$ cat config.mk
export PLATFORM = sky130hd
export DESIGN_NAME = tdc_record_uart_flat
export DESIGN_NICKNAME = d
export VERILOG_FILES = /design/src/rtl/tdc_record_uart_if.sv /design/src/rtl/tdc_record_uart.sv /design/src/flat_wrapper.sv
export SDC_FILE = /design/constraint.sdc
export NUM_CORES = 1
export LEC_CHECK = 0
export ABC_CLOCK_PERIOD_IN_PS = 3600
export BUFFER_PORTS_ARGS = -buffer_cell sky130_fd_sc_hd__buf_2
export CORE_UTILIZATION = 45
export CTS_CLUSTER_DIAMETER = 30
export DETAILED_ROUTE_END_ITERATION = 8
export SLEW_MARGIN = 20
export SYNTH_ARGS = -nofsm -noshare
export SYNTH_HDL_FRONTEND = slang
export SYNTH_SLANG_ARGS = --single-unit
$ cat constraint.sdc
create_clock -name CLK -period 3.6 [get_ports CLK]
set_input_delay 0.54 -clock CLK [delete_from_list [all_inputs] [get_ports CLK]]
set_output_delay 0.54 -clock CLK [all_outputs]
set_load 0.01 [all_outputs]
$ cat src/rtl/tdc_record_uart_if.sv
`default_nettype none
// ============================================================================
//  Module      : tdc_record_uart_if
//  Description : Record capture bus from the CAN TDC measurement block.
//                The master drives a 27-bit record and its capture strobe.
//                The slave (tdc_record_uart) samples both signals.
//  Revision    : 1.0  initial release
// ============================================================================
interface tdc_record_uart_if;
    logic [26:0] in_data;
    logic        write_request;

    modport master (output in_data, output write_request);
    modport slave  (input  in_data, input  write_request);
endinterface
`default_nettype wire

$ cat src/rtl/tdc_record_uart.sv
`default_nettype none
// ============================================================================
//  Module      : tdc_record_uart
//  Description : Buffers 27-bit TDC records in a FIFO and streams each record
//                to the host as a framed UART 8N1 packet.
//                Packet bytes: SYNC_BYTE, {5'b0,d[26:24]}, d[23:16], d[15:8],
//                d[7:0].
//                Optional macro TDC_UART_CHECKSUM_EN appends a sixth byte,
//                the XOR of bytes 1..4.
//  Revision    : 1.0  initial release
// ============================================================================
module tdc_record_uart #(
    parameter int         ADDR_W    = 4,
    parameter int         BAUD_DIV  = 434,
    parameter logic [7:0] SYNC_BYTE = 8'hA5
) (
    input  logic             CLK,
    input  logic             RST_N,
    tdc_record_uart_if.slave rec,
    input  logic             clear_overflow,
    output logic             uart_tx,
    output logic             busy,
    output logic [ADDR_W:0]  fifo_level,
    output logic             overflow,
    output logic [7:0]       drop_count
);

    localparam int                 C_DEPTH    = 1 << ADDR_W;
    localparam int                 C_TMR_W    = (BAUD_DIV > 1) ? $clog2(BAUD_DIV) : 1;
    localparam logic [C_TMR_W-1:0] C_TMR_LAST = C_TMR_W'(BAUD_DIV - 1);
`ifdef TDC_UART_CHECKSUM_EN
    localparam logic [2:0]         C_LAST_BYTE = 3'd5;
`else
    localparam logic [2:0]         C_LAST_BYTE = 3'd4;
`endif

    typedef enum logic [1:0] {
        S_IDLE  = 2'd0,
        S_START = 2'd1,
        S_DATA  = 2'd2,
        S_STOP  = 2'd3
    } state_t;

    // Capture side
    logic               r_wr_prev;
    logic [26:0]        r_mem [C_DEPTH];
    logic [ADDR_W:0]    r_wptr;
    logic [ADDR_W:0]    r_rptr;
    logic               r_overflow;
    logic [7:0]         r_drop_count;
    logic               w_push_edge;
    logic               w_push;
    logic               w_drop;
    logic               w_empty;
    logic               w_full;

    // Transmit side
    state_t             r_state;
    state_t             w_state_nxt;
    logic [26:0]        r_shadow;
    logic [C_TMR_W-1:0] r_tmr;
    logic [C_TMR_W-1:0] w_tmr_nxt;
    logic [2:0]         r_bit_idx;
    logic [2:0]         w_bit_nxt;
    logic [2:0]         r_byte_idx;
    logic [2:0]         w_byte_nxt;
    logic               r_uart_tx;
    logic               w_tx_nxt;
    logic               w_pop;
    logic               w_tmr_done;
    logic [7:0]         w_cur_byte;
`ifdef TDC_UART_CHECKSUM_EN
    logic [7:0]         w_checksum;
`endif

    assign w_push_edge = rec.write_request & ~r_wr_prev;
    assign w_empty     = (r_wptr == r_rptr);
    assign w_full      = (r_wptr[ADDR_W] != r_rptr[ADDR_W]) &&
                         (r_wptr[ADDR_W-1:0] == r_rptr[ADDR_W-1:0]);
    // A full FIFO still accepts a record when a slot frees in the same cycle
    assign w_push      = w_push_edge & (~w_full | w_pop);
    assign w_drop      = w_push_edge & ~w_push;
    assign w_tmr_done  = (r_tmr == C_TMR_LAST);

    // Previous strobe level, so a held strobe yields exactly one push
    always_ff @(posedge CLK or negedge RST_N) begin
        if (!RST_N) r_wr_prev <= 1'b0;
        else        r_wr_prev <= rec.write_request;
    end

    // Record storage; validity is defined by the pointers, so no reset needed
    always_ff @(posedge CLK) begin
        if (w_push) r_mem[r_wptr[ADDR_W-1:0]] <= rec.in_data;
    end

    // Wrap-around read/write pointers with an extra MSB for full/empty
    always_ff @(posedge CLK or negedge RST_N) begin
        if (!RST_N) begin
            r_wptr <= '0;
            r_rptr <= '0;
        end else begin
            if (w_push) r_wptr <= r_wptr + (ADDR_W+1)'(1);
            if (w_pop)  r_rptr <= r_rptr + (ADDR_W+1)'(1);
        end
    end

    // Sticky overflow flag and saturating drop counter; clear has priority
    always_ff @(posedge CLK or negedge RST_N) begin
        if (!RST_N) begin
            r_overflow   <= 1'b0;
            r_drop_count <= 8'd0;
        end else if (clear_overflow) begin
            r_overflow   <= 1'b0;
            r_drop_count <= 8'd0;
        end else if (w_drop) begin
            r_overflow <= 1'b1;
            if (r_drop_count != 8'hFF) r_drop_count <= r_drop_count + 8'd1;
        end
    end

    // Shadow copy of the record being transmitted, loaded on pop
    always_ff @(posedge CLK or negedge RST_N) begin
        if (!RST_N)     r_shadow <= '0;
        else if (w_pop) r_shadow <= r_mem[r_rptr[ADDR_W-1:0]];
    end

`ifdef TDC_UART_CHECKSUM_EN
    assign w_checksum = {5'b0, r_shadow[26:24]} ^ r_shadow[23:16] ^
                        r_shadow[15:8] ^ r_shadow[7:0];
`endif

    // Select the packet byte currently being serialised
    always_comb begin
        w_cur_byte = SYNC_BYTE;
        case (r_byte_idx)
            3'd0:    w_cur_byte = SYNC_BYTE;
            3'd1:    w_cur_byte = {5'b0, r_shadow[26:24]};
            3'd2:    w_cur_byte = r_shadow[23:16];
            3'd3:    w_cur_byte = r_shadow[15:8];
            3'd4:    w_cur_byte = r_shadow[7:0];
`ifdef TDC_UART_CHECKSUM_EN
            3'd5:    w_cur_byte = w_checksum;
`endif
            default: w_cur_byte = SYNC_BYTE;
        endcase
    end

    // TX state register plus bit timer, indices and a glitch-free line driver
    always_ff @(posedge CLK or negedge RST_N) begin
        if (!RST_N) begin
            r_state    <= S_IDLE;
            r_tmr      <= '0;
            r_bit_idx  <= 3'd0;
            r_byte_idx <= 3'd0;
            r_uart_tx  <= 1'b1;
        end else begin
            r_state    <= w_state_nxt;
            r_tmr      <= w_tmr_nxt;
            r_bit_idx  <= w_bit_nxt;
            r_byte_idx <= w_byte_nxt;
            r_uart_tx  <= w_tx_nxt;
        end
    end

    // TX next-state, pop request and next line level
    always_comb begin
        w_state_nxt = r_state;
        w_tmr_nxt   = r_tmr + C_TMR_W'(1);
        w_bit_nxt   = r_bit_idx;
        w_byte_nxt  = r_byte_idx;
        w_pop       = 1'b0;
        w_tx_nxt    = 1'b1;
        case (r_state)
            S_IDLE: begin
                w_tmr_nxt = '0;
                if (!w_empty) begin
                    w_pop       = 1'b1;
                    w_byte_nxt  = 3'd0;
                    w_state_nxt = S_START;
                end
            end
            S_START: begin
                if (w_tmr_done) begin
                    w_tmr_nxt   = '0;
                    w_bit_nxt   = 3'd0;
                    w_state_nxt = S_DATA;
                end
            end
            S_DATA: begin
                if (w_tmr_done) begin
                    w_tmr_nxt = '0;
                    if (r_bit_idx == 3'd7) w_state_nxt = S_STOP;
                    else                   w_bit_nxt   = r_bit_idx + 3'd1;
                end
            end
            S_STOP: begin
                if (w_tmr_done) begin
                    w_tmr_nxt = '0;
                    if (r_byte_idx == C_LAST_BYTE) begin
                        w_state_nxt = S_IDLE;
                    end else begin
                        w_byte_nxt  = r_byte_idx + 3'd1;
                        w_state_nxt = S_START;
                    end
                end
            end
            default: w_state_nxt = S_IDLE;
        endcase
        // Byte index is stable across START->DATA and DATA->DATA transitions
        case (w_state_nxt)
            S_START: w_tx_nxt = 1'b0;
            S_DATA:  w_tx_nxt = w_cur_byte[w_bit_nxt];
            default: w_tx_nxt = 1'b1;
        endcase
    end

    assign uart_tx    = r_uart_tx;
    assign busy       = (r_state != S_IDLE) | w_pop;
    assign fifo_level = r_wptr - r_rptr;
    assign overflow   = r_overflow;
    assign drop_count = r_drop_count;

endmodule
`default_nettype wire

$ cat src/flat_wrapper.sv
// flat-port wrapper written by rule: the top's interface ports become plain ports
module tdc_record_uart_flat 
#(
    parameter int         ADDR_W    = 4,
    parameter int         BAUD_DIV  = 434,
    parameter logic [7:0] SYNC_BYTE = 8'hA5
)
  (CLK, RST_N, clear_overflow, uart_tx, busy, fifo_level, overflow, drop_count, rec_in_data, rec_write_request);
  tdc_record_uart_if rec_i ();
  input  logic CLK;
  input  logic RST_N;
  input  logic clear_overflow;
  output logic uart_tx;
  output logic busy;
  output logic [ADDR_W:0] fifo_level;
  output logic overflow;
  output logic [7:0] drop_count;
  input wire logic [$bits(rec_i.in_data)-1:0] rec_in_data;
  input wire logic [$bits(rec_i.write_request)-1:0] rec_write_request;
  assign rec_i.in_data = rec_in_data;
  assign rec_i.write_request = rec_write_request;
  tdc_record_uart #(.ADDR_W(ADDR_W), .BAUD_DIV(BAUD_DIV), .SYNC_BYTE(SYNC_BYTE)) u_core (.CLK(CLK), .RST_N(RST_N), .rec(rec_i), .clear_overflow(clear_overflow), .uart_tx(uart_tx), .busy(busy), .fifo_level(fifo_level), .overflow(overflow), .drop_count(drop_count));
endmodule
==> impl_metrics.py <==
metrics = {
    "setup_path": {
        "path_cells": "buf_12 -> fa_1 -> inv_1 -> a21o_1 -> a21oi_1 -> xnor2_1 -> buf_2",
        "cp_num_buf_inv": 3,
        "path_delay_family": "buffers and inverters",
        "worstSetupEndpointType": "output pin",
        "startpoint_type": "register",
        "required_ns": 3.06,
        "cp_slowest_stage_delay_ns": 0.53,
        "cp_slowest_cell": "buf_12",
        "cp_max_fo": 111,
        "crit_arrival_ns": 2.64,
        "critPathKind": "reg -> out",
    },
    "synth": {
        "synth_xor_area_share_pct": 1.11,
        "syn_nets": 1039,
        "synth_top_family_by_area": "multiplexers",
        "muxShareOfSynthArea_pct": 15.5,
        "avgSynthCellArea_sq_um": 20.0,
        "synth-seq-cells": 497,
        "synth_edf_count": 432,
        "synth_simple_gate_area_share_pct": 4.67,
        "synth_compound_area_share_pct": 1.94,
        "ys.flop_type": "edfxtp_1",
        "async_flop_share_pct": 13.1,
        "synth_area_sq_um": 19700,
        "yosys_warnings": 0,
        "ys_types": 56,
        "synth_cells": 984,
        "yosysSeqAreaShare_pct": 74.1,
        "synth_fa_ha_area_share_pct": 1.56,
    },
    "timing": {
        "finalCritPeriodShare_pct": 88.4,
        "rsz0062_at_grt": "false",
        "tns_ns": 0,
        "slew_headroom_pct": 45.6,
        "drv_slew": 0,
        "fin_ws_ns": 0.418,
        "fmax_mhz": 314,
        "holdWs_ns": 0.0320,
        "min_period_ns": 3.18,
        "timing_hold_violations_final": 0,
        "tightest_slew_ns": 0.805,
        "finClkSkew_ns": 0.0286,
        "finalSetupViolations": 0,
    },
    "placed_design": {
        "dp_cells": 1607,
        "dp_hpwl_microns": 24500,
        "place_congestion": 0.801,
        "place_ws_ns": 0.821,
        "port_buffers": 46,
    },
    "power": {
        "irDropWorstVdd_mv": 0.502,
        "p_leak_uw": 0.00863,
        "pwr_density_cell_nw_per_um2": 887,
    },
    "cells_and_area": {
        "fillCellCount": 3315,
        "final_cells": 1809,
        "fin_util_pct": 57.4,
        "final_cell_mix": "432 x edfxtp_1, 135 x mux4_2, 106 x clkbuf_16",
        "final_nets": 1185,
        "areaGrowthSynthToFinish_pct": 25.7,
        "drive_above_1_share_pct": 34.9,
        "final_common_cell": "edfxtp_1",
    },
    "detailed_routing": {
        "post-route-drc-count": 0,
        "viasPerCell": 5.56,
        "vias": 10100,
        "wl_per_cell_microns": 25.0,
        "ant_nets": 0,
        "drt_pre_antenna_iters": 6,
        "totalWireLength_microns": 45200,
        "drtIter0Drc": 1105,
    },
    "floorplan": {
        "coreArea_sq_um": 43200,
        "die_area_sq_um": 44600,
        "io_pins": 47,
        "initial_core_util_pct": 45.6,
        "die_w_microns": 211,
        "rows": 76,
        "die_h_microns": 211,
    },
    "global_route": {
        "grt_usage_pct": 21.3,
        "grt_max_degree": 112,
        "antenna_found_initial": 3,
        "grt_overflow": 0,
        "grt_pass1_wl_microns": 67700,
        "grt_pass1_vias": 10600,
    },
    "job": {
        "drv_cap": 0,
    },
    "clock_network": {
        "clkLatencyLatePin_ns": 0.65,
        "cts.hold.buffers_added": 1,
        "tritoncts": "yes",
        "cts_inserted_buffers": 105,
        "ctsResizeCount": 0,
        "cts_root_buffer": "clkbuf_16",
        "clkTransAtPathRegs_ns": 0.04,
        "cts_sinks": 497,
        "postCtsSetupRepairBufs": 0,
        "htree_num_levels": 3,
        "cts_max_path_buffers": 3,
    },
    "run_status": {
        "outcome": "finished, final reports clean",
    },
    "min_path": {
        "hold_path.class": "in -> reg",
    },
}
[sequential cells by signal (all words and copies together), names as in the netlist]
register           cells
u_core.uart_tx         1
u_core.r_bit_idx       3
u_core.drop_count      8
u_core.r_tmr           9
u_core.r_state         2
u_core.r_shadow       27
u_core.r_byte_idx      3
u_core.r_rptr          5
u_core.r_mem         432
u_core.r_wr_prev       1
u_core.overflow        1
u_core.r_wptr          5
[cells in the mapped netlist, types with 5 or more instances]
library cell,count,share of area (%)
inv_1,17,0.32
nor2_1,30,0.57
nand3_1,11,0.28
xnor2_1,17,0.76
a222oi_1,5,0.25
xor2_1,8,0.36
o21ai_0,10,0.25
and2_1,18,0.57
nand2_1,102,1.9
edfxtp_1,432,66
a21oi_1,5,0.13
nor3_1,7,0.18
buf_1,16,0.30
mux4_2,135,15
dfrtp_1,64,8.1
nand4_1,5,0.16
clkbuf_1,23,0.44
ha_1,23,1.5
[kinds of logic after synthesis]
logic type,count (synthesis)
flip-flops,497
AND/OR/NAND/NOR,198
multiplexers,137
buffers and inverters,57
AO/OA/AOI/OAI,46
XOR/XNOR,25
adder cells (fa/ha/maj),24
[routing by layer]
layer  part of all wire (%)  vias to the layer above  global-route usage, %  wire length, microns
li1                       -                     4314                      -                     -
met3                    6.3                       80                   4.98                  2870
met4                    1.9                        4                   6.62                   848
met5                  0.040                        -                      0                    18
met2                     48                      344                   33.9                 21900
met1                     43                     5308                   29.4                 19600
[where the power goes]
| part | internal, uW | switching, uW | total, uW | leakage [uW] |
|---|---|---|---|---|
| clock | 6780 | 3210 | 9990 | 0.00178 |
| sequential | 6810 | 318 | 7130 | 0.00472 |
| combinational | 2250 | 2610 | 4860 | 0.00213 |
| total | 15800 | 6140 | 22000 | 0.00863 |
[worst paths after layout]
| kind | startpoint | to | slack [ns] | cells past startpoint |
|---|---|---|---|---|
| min in group asynchronous | RST_N | u_core.r_shadow[18]$_DFFE_PN0P_ | 0.44 | 2 |
| min reg2reg | u_core.r_shadow[22]$_DFFE_PN0P_ | u_core.r_shadow[22]$_DFFE_PN0P_ | 0.47 | 2 |
| max | u_core.r_rptr[1]$_DFFE_PN0P_ | fifo_level[4] | 0.42 | 7 |
| min | rec_write_request | u_core.r_wr_prev$_DFF_PN0_ | 0.03 | 1 |
| max reg2reg | u_core.r_wptr[0]$_DFFE_PN0P_ | u_core.r_mem[11][2]$_DFFE_PP_ | 0.69 | 7 |
| max in group asynchronous | RST_N | u_core.uart_tx$_DFF_PN1_ | 2.43 | 3 |
[per-stage QoR]
step,power [uW],area [sq um]
2_1_floorplan,10500,19700
3_3_place_gp,12100,21000
3_5_place_dp,12100,21000
4_1_cts,22200,24800
5_1_grt,22900,24800
6_report,22000,24800
[layout make-up]
class / instances / area (sq um) / area share [%]
diodes: 1 / 2.50 / 0.0101
flip-flops and latches: 497 / 14600 / 59.0
inverters: 18 / 67.6 / 0.273
multi-input cells: 430 / 4920 / 19.9
well taps: 585 / 732 / 2.95
clock inverters: 79 / 1040 / 4.19
clock buffers: 121 / 2740 / 11.1
repair buffers: 78 / 661 / 2.67
[worst reg2reg max path, cell delays in order, from the launching register on]
cell and delay [ns]:
dfrtp_1 0.41, inv_1 0.17, ha_1 0.28, nand4_1 0.20, nor3_1 0.13, nor4b_1 0.73, and2_2 0.42, buf_12 0.26
No activity file was read; power rests on OpenSTA's default activity.
